===== config.mk =====
export PLATFORM = sky130hd
export DESIGN_NAME = bp_me_xbar_burst_rr
export DESIGN_NICKNAME = d
export VERILOG_FILES = /design/src/rtl/bp_me_xbar_burst_rr.sv
export SDC_FILE = /design/constraint.sdc
export NUM_CORES = 1
export LEC_CHECK = 0
export CAP_MARGIN = 20
export CORE_AREA = 2 2 209 211
export CTS_CLUSTER_SIZE = 14
export DETAILED_ROUTE_END_ITERATION = 10
export DIE_AREA = 0 0 211 213
export DONT_BUFFER_PORTS = 1
export PLACE_DENSITY_LB_ADDON = 0.12
export SLEW_MARGIN = 30
export SYNTH_ARGS = -nofsm -noshare
export SYNTH_HDL_FRONTEND = slang
export SYNTH_SLANG_ARGS = --single-unit

===== constraint.sdc =====
create_clock -name clk_i -period 3.41 [get_ports clk_i]
set_input_delay 0.682 -clock clk_i [delete_from_list [all_inputs] [get_ports clk_i]]
set_output_delay 0.682 -clock clk_i [all_outputs]
set_load 0.03 [all_outputs]

===== src/rtl/bp_me_xbar_burst_rr.sv =====
// bp_me_xbar_burst_rr
// N-source x M-sink crossbar for BedRock Burst messages (header plus optional
// data beats). Each sink owns an arbiter and a small lock FSM so bursts to
// different sinks run concurrently. A source that has won a sink with a data
// burst is marked busy and hidden from every other sink until its last beat.
//
// Ports
//   clk_i, reset_n_i            clock, asynchronous active-low reset
//   msg_header_i/_v_i/_ready_and_o, msg_has_data_i, msg_dst_i
//                               per-source header channel + destination sink
//   msg_data_i/_v_i/_ready_and_o, msg_last_i
//                               per-source data beat channel
//   msg_header_o/_v_o/_ready_and_i, msg_has_data_o
//                               per-sink header channel
//   msg_data_o/_v_o/_ready_and_i, msg_last_o
//                               per-sink data beat channel
//   burst_overflow_o            per-sink sticky flag: a burst exceeded max_beats_p
module bp_me_xbar_burst_rr #(
    parameter int num_source_p   = 2,
    parameter int num_sink_p     = 2,
    parameter int header_width_p = 64,
    parameter int data_width_p   = 64,
    parameter int max_beats_p    = 8,
    parameter int rr_p           = 1,
    localparam int lg_num_sink_lp = (num_sink_p > 1) ? $clog2(num_sink_p) : 1
) (
    input  logic                                   clk_i,
    input  logic                                   reset_n_i,
    input  logic [num_source_p*header_width_p-1:0] msg_header_i,
    input  logic [num_source_p-1:0]                msg_header_v_i,
    output logic [num_source_p-1:0]                msg_header_ready_and_o,
    input  logic [num_source_p-1:0]                msg_has_data_i,
    input  logic [num_source_p*lg_num_sink_lp-1:0] msg_dst_i,
    input  logic [num_source_p*data_width_p-1:0]   msg_data_i,
    input  logic [num_source_p-1:0]                msg_data_v_i,
    output logic [num_source_p-1:0]                msg_data_ready_and_o,
    input  logic [num_source_p-1:0]                msg_last_i,
    output logic [num_sink_p*header_width_p-1:0]   msg_header_o,
    output logic [num_sink_p-1:0]                  msg_header_v_o,
    input  logic [num_sink_p-1:0]                  msg_header_ready_and_i,
    output logic [num_sink_p-1:0]                  msg_has_data_o,
    output logic [num_sink_p*data_width_p-1:0]     msg_data_o,
    output logic [num_sink_p-1:0]                  msg_data_v_o,
    input  logic [num_sink_p-1:0]                  msg_data_ready_and_i,
    output logic [num_sink_p-1:0]                  msg_last_o,
    output logic [num_sink_p-1:0]                  burst_overflow_o
);

    localparam int src_w_lp = (num_source_p > 1) ? $clog2(num_source_p) : 1;
    localparam int sum_w_lp = src_w_lp + 1;
    localparam int cnt_w_lp = $clog2(max_beats_p + 1);

    typedef logic [src_w_lp-1:0] src_idx_t;
    typedef enum logic [1:0] {ST_IDLE = 2'd0, ST_OFFER = 2'd1, ST_DATA = 2'd2} state_e;

    state_e                  state_r      [num_sink_p];
    state_e                  state_n_s    [num_sink_p];
    src_idx_t                win_r        [num_sink_p];
    src_idx_t                win_n_s      [num_sink_p];
    src_idx_t                rr_ptr_r     [num_sink_p];
    src_idx_t                rr_ptr_n_s   [num_sink_p];
    src_idx_t                arb_s        [num_sink_p];
    src_idx_t                sel_s        [num_sink_p];
    logic [cnt_w_lp-1:0]     beat_cnt_r   [num_sink_p];
    logic [cnt_w_lp-1:0]     beat_cnt_n_s [num_sink_p];
    logic [num_source_p-1:0] cand_s       [num_sink_p];
    logic [num_sink_p-1:0]   ovf_r, ovf_n_s, cand_any_s, hdr_v_s, hdr_fire_s, dat_v_s, dat_fire_s;
    logic [num_source_p-1:0] busy_r, busy_n_s, busy_set_s, busy_clr_s;

    // Successor of a source index, wrapping modulo num_source_p.
    function automatic src_idx_t next_src(input src_idx_t s);
        return (s == src_idx_t'(num_source_p - 1)) ? src_idx_t'(0) : s + src_idx_t'(1);
    endfunction

    // Per-sink candidate set and winner. The candidate vector is rotated by
    // rr_ptr_r so the lowest set bit is the first candidate at/after the
    // pointer; with rr_p=0 the pointer never moves, giving fixed priority.
    always_comb begin
        logic [2*num_source_p-1:0] dbl_v;
        logic [num_source_p-1:0]   rot_v;
        src_idx_t                  pos_v;
        logic [sum_w_lp-1:0]       sum_v;
        dbl_v = '0;
        rot_v = '0;
        pos_v = '0;
        sum_v = '0;
        for (int j = 0; j < num_sink_p; j++) begin
            for (int i = 0; i < num_source_p; i++) begin
                cand_s[j][i] = msg_header_v_i[i] & ~busy_r[i]
                             & (msg_dst_i[i*lg_num_sink_lp +: lg_num_sink_lp] == lg_num_sink_lp'(j));
            end
            cand_any_s[j] = |cand_s[j];
            dbl_v = {cand_s[j], cand_s[j]};
            rot_v = num_source_p'(dbl_v >> rr_ptr_r[j]);
            pos_v = '0;
            for (int k = num_source_p - 1; k >= 0; k--) begin
                pos_v = rot_v[k] ? src_idx_t'(k) : pos_v;
            end
            sum_v = {1'b0, rr_ptr_r[j]} + {1'b0, pos_v};
            arb_s[j] = (sum_v >= sum_w_lp'(num_source_p))
                     ? src_idx_t'(sum_v - sum_w_lp'(num_source_p)) : src_idx_t'(sum_v);
        end
    end

    // Sink-side muxes, channel valids and source-side ready routing. Valids
    // and readies are forced low while reset is asserted.
    always_comb begin
        logic sel_hit_v, win_hit_v, sel_hv_v, win_dv_v;
        sel_hit_v = 1'b0;
        win_hit_v = 1'b0;
        sel_hv_v  = 1'b0;
        win_dv_v  = 1'b0;
        msg_header_o           = '0;
        msg_has_data_o         = '0;
        msg_data_o             = '0;
        msg_last_o             = '0;
        msg_header_v_o         = '0;
        msg_data_v_o           = '0;
        msg_header_ready_and_o = '0;
        msg_data_ready_and_o   = '0;
        for (int j = 0; j < num_sink_p; j++) begin
            // In IDLE the live arbiter result drives the sink; otherwise the
            // latched winner does, so an offered header cannot change.
            sel_s[j] = (state_r[j] == ST_IDLE) ? arb_s[j] : win_r[j];
            sel_hv_v = 1'b0;
            win_dv_v = 1'b0;
            for (int i = 0; i < num_source_p; i++) begin
                sel_hit_v = (sel_s[j] == src_idx_t'(i));
                win_hit_v = (win_r[j] == src_idx_t'(i));
                msg_header_o[j*header_width_p +: header_width_p] |=
                    {header_width_p{sel_hit_v}} & msg_header_i[i*header_width_p +: header_width_p];
                msg_has_data_o[j] |= sel_hit_v & msg_has_data_i[i];
                sel_hv_v          |= sel_hit_v & msg_header_v_i[i];
                msg_data_o[j*data_width_p +: data_width_p] |=
                    {data_width_p{win_hit_v}} & msg_data_i[i*data_width_p +: data_width_p];
                msg_last_o[j] |= win_hit_v & msg_last_i[i];
                win_dv_v      |= win_hit_v & msg_data_v_i[i];
            end
            case (state_r[j])
                ST_IDLE: begin
                    hdr_v_s[j] = cand_any_s[j];
                    dat_v_s[j] = 1'b0;
                end
                ST_OFFER: begin
                    hdr_v_s[j] = sel_hv_v;
                    dat_v_s[j] = 1'b0;
                end
                ST_DATA: begin
                    hdr_v_s[j] = 1'b0;
                    dat_v_s[j] = win_dv_v;
                end
                default: begin
                    hdr_v_s[j] = 1'b0;
                    dat_v_s[j] = 1'b0;
                end
            endcase
            hdr_v_s[j]    = hdr_v_s[j] & reset_n_i;
            dat_v_s[j]    = dat_v_s[j] & reset_n_i;
            hdr_fire_s[j] = hdr_v_s[j] & msg_header_ready_and_i[j];
            dat_fire_s[j] = dat_v_s[j] & msg_data_ready_and_i[j];
            msg_header_v_o[j] = hdr_v_s[j];
            msg_data_v_o[j]   = dat_v_s[j];
            for (int i = 0; i < num_source_p; i++) begin
                msg_header_ready_and_o[i] |= hdr_v_s[j] & (sel_s[j] == src_idx_t'(i))
                                           & msg_header_ready_and_i[j];
                msg_data_ready_and_o[i]   |= reset_n_i & (state_r[j] == ST_DATA)
                                           & (win_r[j] == src_idx_t'(i)) & msg_data_ready_and_i[j];
            end
        end
    end

    // Next-state logic for each sink's lock FSM, pointer, beat counter and
    // overflow flag, plus the source busy set/clear masks.
    always_comb begin
        busy_set_s = '0;
        busy_clr_s = '0;
        for (int j = 0; j < num_sink_p; j++) begin
            state_n_s[j]    = state_r[j];
            win_n_s[j]      = win_r[j];
            rr_ptr_n_s[j]   = rr_ptr_r[j];
            beat_cnt_n_s[j] = beat_cnt_r[j];
            ovf_n_s[j]      = ovf_r[j];
            case (state_r[j])
                ST_IDLE, ST_OFFER: begin
                    win_n_s[j] = sel_s[j];
                    if (hdr_fire_s[j]) begin
                        state_n_s[j]  = msg_has_data_o[j] ? ST_DATA : ST_IDLE;
                        rr_ptr_n_s[j] = (rr_p != 0) ? next_src(sel_s[j]) : rr_ptr_r[j];
                        for (int i = 0; i < num_source_p; i++) begin
                            busy_set_s[i] |= msg_has_data_o[j] & (sel_s[j] == src_idx_t'(i));
                        end
                    end else begin
                        state_n_s[j] = hdr_v_s[j] ? ST_OFFER : state_r[j];
                    end
                end
                ST_DATA: begin
                    if (dat_fire_s[j]) begin
                        ovf_n_s[j] = ovf_r[j] | (beat_cnt_r[j] == cnt_w_lp'(max_beats_p));
                        if (msg_last_o[j]) begin
                            state_n_s[j]    = ST_IDLE;
                            beat_cnt_n_s[j] = '0;
                            for (int i = 0; i < num_source_p; i++) begin
                                busy_clr_s[i] |= (win_r[j] == src_idx_t'(i));
                            end
                        end else begin
                            // Saturate so the overflow compare stays true for
                            // every further beat of a runaway burst.
                            beat_cnt_n_s[j] = (beat_cnt_r[j] == cnt_w_lp'(max_beats_p))
                                            ? beat_cnt_r[j] : beat_cnt_r[j] + cnt_w_lp'(1);
                        end
                    end else begin
                        state_n_s[j] = ST_DATA;
                    end
                end
                default: begin
                    state_n_s[j] = ST_IDLE;
                end
            endcase
        end
        busy_n_s = (busy_r | busy_set_s) & ~busy_clr_s;
    end

    // State registers; reset abandons any burst in flight.
    always_ff @(posedge clk_i or negedge reset_n_i) begin
        if (!reset_n_i) begin
            for (int j = 0; j < num_sink_p; j++) begin
                state_r[j]    <= ST_IDLE;
                win_r[j]      <= '0;
                rr_ptr_r[j]   <= '0;
                beat_cnt_r[j] <= '0;
            end
            ovf_r  <= '0;
            busy_r <= '0;
        end else begin
            for (int j = 0; j < num_sink_p; j++) begin
                state_r[j]    <= state_n_s[j];
                win_r[j]      <= win_n_s[j];
                rr_ptr_r[j]   <= rr_ptr_n_s[j];
                beat_cnt_r[j] <= beat_cnt_n_s[j];
            end
            ovf_r  <= ovf_n_s;
            busy_r <= busy_n_s;
        end
    end

    assign burst_overflow_o = ovf_r;

endmodule

After elaboration in Yosys (flattened, before gate mapping)
Cells that the tools add are included.

Input bits: 272. Memory bits (writable): 0. Memory bits (read-only): 0. Flip-flop bits (word level): 20. Memories: 0. Latch bits: 0.

Add/sub/neg operators: 8. Reduce and logical (&&, ||, !) cells: 14. Magnitude comparators: 2. Equality and inequality tests: 12. Multipliers: 0. Shift operators: 2. Bitwise operators: 93. Div/mod/pow operators: 0. Muxes and demuxes: 40.

Operator list (count): $and 64x64->64 (8); $or 64x64->64 (4); $and 1x1->1 (52); $mux 2 (20); $or 1x1->1 (18); $mux 4 (4); $mux 1 (12); $ne 3x3->1 const B (4); $reduce_and 2->1 (6); $add 4x1->4 const B (2); $eq 4x4->1 const B (2); $not 1->1 (8); $pmux 2 s2 (2); $reduce_or 2->1 (4); $shr 4x1->2 (2); $reduce_and 3->1 (2); $add 1x1->2 (2); $eq 2x1->1 const B (2); $eq 2x2->1 const B (2); $ge 2x2->1 const B (2); $logic_not 2->1 (2); $ne 2x2->1 const B (2); $pmux 1 s2 (2); $add 1x1->1 const B (2); other kinds (4) (5).

Logic depth before layout (Yosys ltp)
Depth in word-level cells: 23. Mapped depth: 8. Mapped depth without buffers: 6.

Worst setup path before layout
OpenSTA, ideal clock, no wires.

Kind: input-to-output. From: in msg_dst_i[1]. To: out msg_header_ready_and_o[0]. Path buffers: 0. Setup slack: 0.418 ns. Stages on the path: 5. Arrival: 2.310 ns. Path through: and3b_1 a311oi_1 a2111oi_2 nand3_1 nand2_1.

Elaborated cells on any way between the ends: 38. Classes of those cells: add/sub: 4; order compare: 2; shift: 2; mux: 10; bitwise: 18; reduce/logical: 2.

RTL lines: from (decl) (RTL line 33) `input logic [num_source_p*lg_num_sink_lp-1:0] msg_dst_i,`; $and 1x1->1 (*) (RTL line 90) `& (msg_dst_i[i*lg_num_sink_lp +: lg_num_sink_lp] == lg_num_sink_lp'(j));`; $shr 4x1->2 (RTL line 94) `rot_v = num_source_p'(dbl_v >> rr_ptr_r[j]);`; $mux 1 (2 in series) (RTL line 97) `pos_v = rot_v[k] ? src_idx_t'(k) : pos_v;`; $add 1x1->2 (RTL line 99) `sum_v = {1'b0, rr_ptr_r[j]} + {1'b0, pos_v};`; $ge 2x2->1 / $sub 1x1->1 (equally long branches) (RTL line 100, 101); $mux 1 (RTL line 101) `? src_idx_t'(sum_v - sum_w_lp'(num_source_p)) : src_idx_t'(sum_v);`; $mux 1 (RTL line 124) `sel_s[j] = (state_r[j] == ST_IDLE) ? arb_s[j] : win_r[j];`; $not 1->1 (RTL line 128) `sel_hit_v = (sel_s[j] == src_idx_t'(i));`; $and 1x1->1 (RTL line 133) `sel_hv_v |= sel_hit_v & msg_header_v_i[i];`; $or 1x1->1 (RTL line 133); $pmux 1 s2 (*) (RTL line 139) `case (state_r[j])`; $and 1x1->1 (*) (RTL line 157) `hdr_v_s[j] = hdr_v_s[j] & reset_n_i;`; via msg_header_v_o[1] (RTL line 39) `output logic [num_sink_p-1:0] msg_header_v_o,`; $and 1x1->1 (*) (RTL line 164) `msg_header_ready_and_o[i] |= hdr_v_s[j] & (sel_s[j] == src_idx_t'(i))`; $and 1x1->1 (*) (RTL line 165) `& msg_header_ready_and_i[j];`; $or 1x1->1 (*) (RTL line 164); to (decl) (RTL line 31) `output logic [num_source_p-1:0] msg_header_ready_and_o,`.

Mark *: on every way through the listed nets, which the timed path passes. The rest lies on a longest branch.

Worst setup path in the final report
From: reg busy_r[0]. To: out msg_header_ready_and_o[0].

Cells in the longest elaborated chain, start to end: 18. Elaborated cells on any way between the ends: 39. Classes of those cells: add/sub: 4; order compare: 2; shift: 2; mux: 10; bitwise: 19; reduce/logical: 2.

RTL lines: from (decl) (RTL line 68) `logic [num_source_p-1:0] busy_r, busy_n_s, busy_set_s, busy_clr_s;`; from (signal assigned) (RTL line 242) `busy_r <= busy_n_s;`; $not 1->1 (*) (RTL line 89) `cand_s[j][i] = msg_header_v_i[i] & ~busy_r[i]`; $and 1x1->1 (*) (RTL line 89); $and 1x1->1 (RTL line 90); $shr 4x1->2 (RTL line 94); $mux 1 (2 in series) (RTL line 97); $add 1x1->2 (RTL line 99); $ge 2x2->1 / $sub 1x1->1 (equally long branches) (RTL line 100, 101); $mux 1 (RTL line 101); $mux 1 (RTL line 124); $not 1->1 (RTL line 128, 164); $and 1x1->1 (RTL line 133); $or 1x1->1 (RTL line 133); $pmux 1 s2 (RTL line 139); $and 1x1->1 (RTL line 157); $and 1x1->1 (RTL line 164); $and 1x1->1 (RTL line 165); $or 1x1->1 (*) (RTL line 164).

Every way passes the cells marked *; elsewhere a longest branch is shown, timed or not.

==> metrics.txt <==
status completed; Synth Register Bits 20; die width 211 um; Hold Fails Final Rpt 0; CP delay by family, top simple AND/OR/NAND/NOR gates; vias per cell 3.80; Core ar. 0.0427 mm2; Final period util 0.916; number of global-route vias before repair 4087; gpl congestion 0.777; final wirelength 21300 um; Reg clk slew, reported paths 0.06 ns; Layout Skew 0.00430 ns; most used cell, CP nand2_1; initial core utilization 0.104; Post-CTS Resized 0; first-pass GRT wire length 27400 um; Total Nets Final 850; fin. max-slew vios 0; Post-synth EDFFs 0; Clock Tree Buf Depth 2; Port Buffers 0; WHS 0.117 ns; Worst VDD drop 0.449 mV; CTS sink cnt 20; Tightest Hold Check Type in2async; Worst setup EP type output port; Main synth FF type dfrtp_1; MaxCap Viol Count 0; Worst Tran Pin Value 0.949 ns; setup TNS 0 ns; async set or reset register ratio after synthesis 1.00; Mapped Nets 831; critical path's slowest cell buf_4; RR Startpoint win_r[1]; vias post-DR 4261; htree depth 1; root buffer cell clkbuf_16; Die Y 213 um; Clk Latency, worst-skew pair 0.25 ns; leakage power 2.43 nW; Routed Antenna Nets 0; post-route insts no fill 1120; Ports 542; Mapped Area 0.00445 mm2; antenna violations before repair 0; PD cells 1380 mW/mm2; Syn Inst Count 555; commonest non-fill, non-tap cell in the layout nand2_1; fmax 320 MHz; WP buf/inv 1; dpl hpwl 18000 um; Cells after DPL 1115; unrepaired setup endpoints after global routing no; First-pass DRT Iterations 4; initial drt markers 129; CTS Buf Count 3; Warnings, synthesis 0; worst path arrival time 2.44 ns; Tmin final 3.12 ns; Final Util 0.137; worst stage delay on the critical path 0.58 ns; CP Launch Type flip-flop; crit path cell chain nor3b_2 -> a21boi_1 -> o41a_2 -> buf_4 -> nand2_1 -> nand2_1; total power 8.05 mW; Final setup viols 0; critical path class reg2out; drt drc 0; GRT Overall Usage 0.0807; cts hold-fix bufs 0; share of post-route cells with drive strength above 1 0.462; commonest cells after routing, fill and taps aside nand2_1 (200), mux2_2 (167), buf_12 (34); row cnt 76; Setup Buffers After CTS 0; wire per inst 19.0 um; global route total overflow 0; CP Launch Point busy_r[0]; Seq/Total Area, Yosys 0.112; synthesis-to-layout area growth 31.3%; worst-path fanout max 66; slew margin rel. 0.367; largest net degree at the start of global routing 70; required time worst endpoint 2.73 ns; CTS tree built; die area 0.0449 mm2; syn avg cell area 8.02 um2; Distinct cells, synth 45
power breakdown:
group / internal (mW) / total [mW] / switching, mW
clock network: 0.179 / 0.279 / 0.0996
registers: 0.312 / 0.425 / 0.113
logic: 2.57 / 7.35 / 4.78
cell usage after synthesis (3+ instances only):
cell type / count / area [um2]
mux2_2: 167 / 1880
inv_1: 10 / 37.5
dfrtp_1: 20 / 500
o21bai_1: 4 / 30.0
buf_4: 7 / 52.6
nor3_1: 4 / 20.0
nand3b_1: 4 / 30.0
nand2_1: 200 / 751
buf_1: 13 / 48.8
nor3b_1: 3 / 22.5
buf_6: 3 / 33.8
o21ai_0: 10 / 50.1
mux2_4: 30 / 450
nand3_1: 3 / 15.0
mux2i_1: 5 / 50.1
a21oi_1: 5 / 25.0
ha_1: 4 / 50.1
buf_2: 11 / 55.1
o22ai_1: 5 / 31.3
clkbuf_1: 5 / 18.8
nor2_1: 10 / 37.5
flip-flops by register name, indices dropped and copies added (netlist names):
signal,count
burst_overflow_o,2
beat_cnt_r,8
state_r,4
busy_r,2
rr_ptr_r,2
win_r,2
metrics by stage:
step	setup slack, ns	area, um2
3_3_place_gp	0.275	5750
6_report	0.287	5840
2_1_floorplan	0.418	4450
3_5_place_dp	0.281	5750
4_1_cts	0.235	5840
5_1_grt	0.0760	5840
cell families after synthesis:
kind of cell / share of synthesized area
adders and majority gates: 0.0112
muxes: 0.535
DFF: 0.112
buffers and inverters: 0.0571
and+or+nand+nor: 0.220
AOI/OAI and AO/OA: 0.0638
routing by layer:
layer / GRT usage / vias to the layer above / routed length [um] / part of all wire
met1: 0.0890 / 2007 / 7690 / 0.36
met2: 0.157 / 267 / 11600 / 0.54
met3: 0.0157 / 20 / 1560 / 0.073
met5: 0 / - / 0 / 0
met4: 0.0202 / 0 / 464 / 0.022
li1: - / 1967 / - / -
final timing paths:
path,to,slack (ns),cells after the start
worst min register to register,beat_cnt_r[6],0.51,1
worst max-delay path,msg_header_ready_and_o[0],0.29,6
min in group clk_i,beat_cnt_r[6],0.51,1
worst max register to register,beat_cnt_r[6],1.04,6
worst min-delay path,win_r[1],0.12,0
max in group asynchronous,win_r[0],3.21,0
area by class of cell:
class                           instances  area (um2)
Antenna cell                            1        2.50
Clock buffer                            4        88.8
Fill cell                            4824       36900
Inverter                               12        45.0
Multi-Input combinational cell        484        3700
Sequential cell                        20         503
Tap cell                              546         683
Timing Repair Buffer                   53         823
Note: power is estimated with default switching activity, not from simulation.
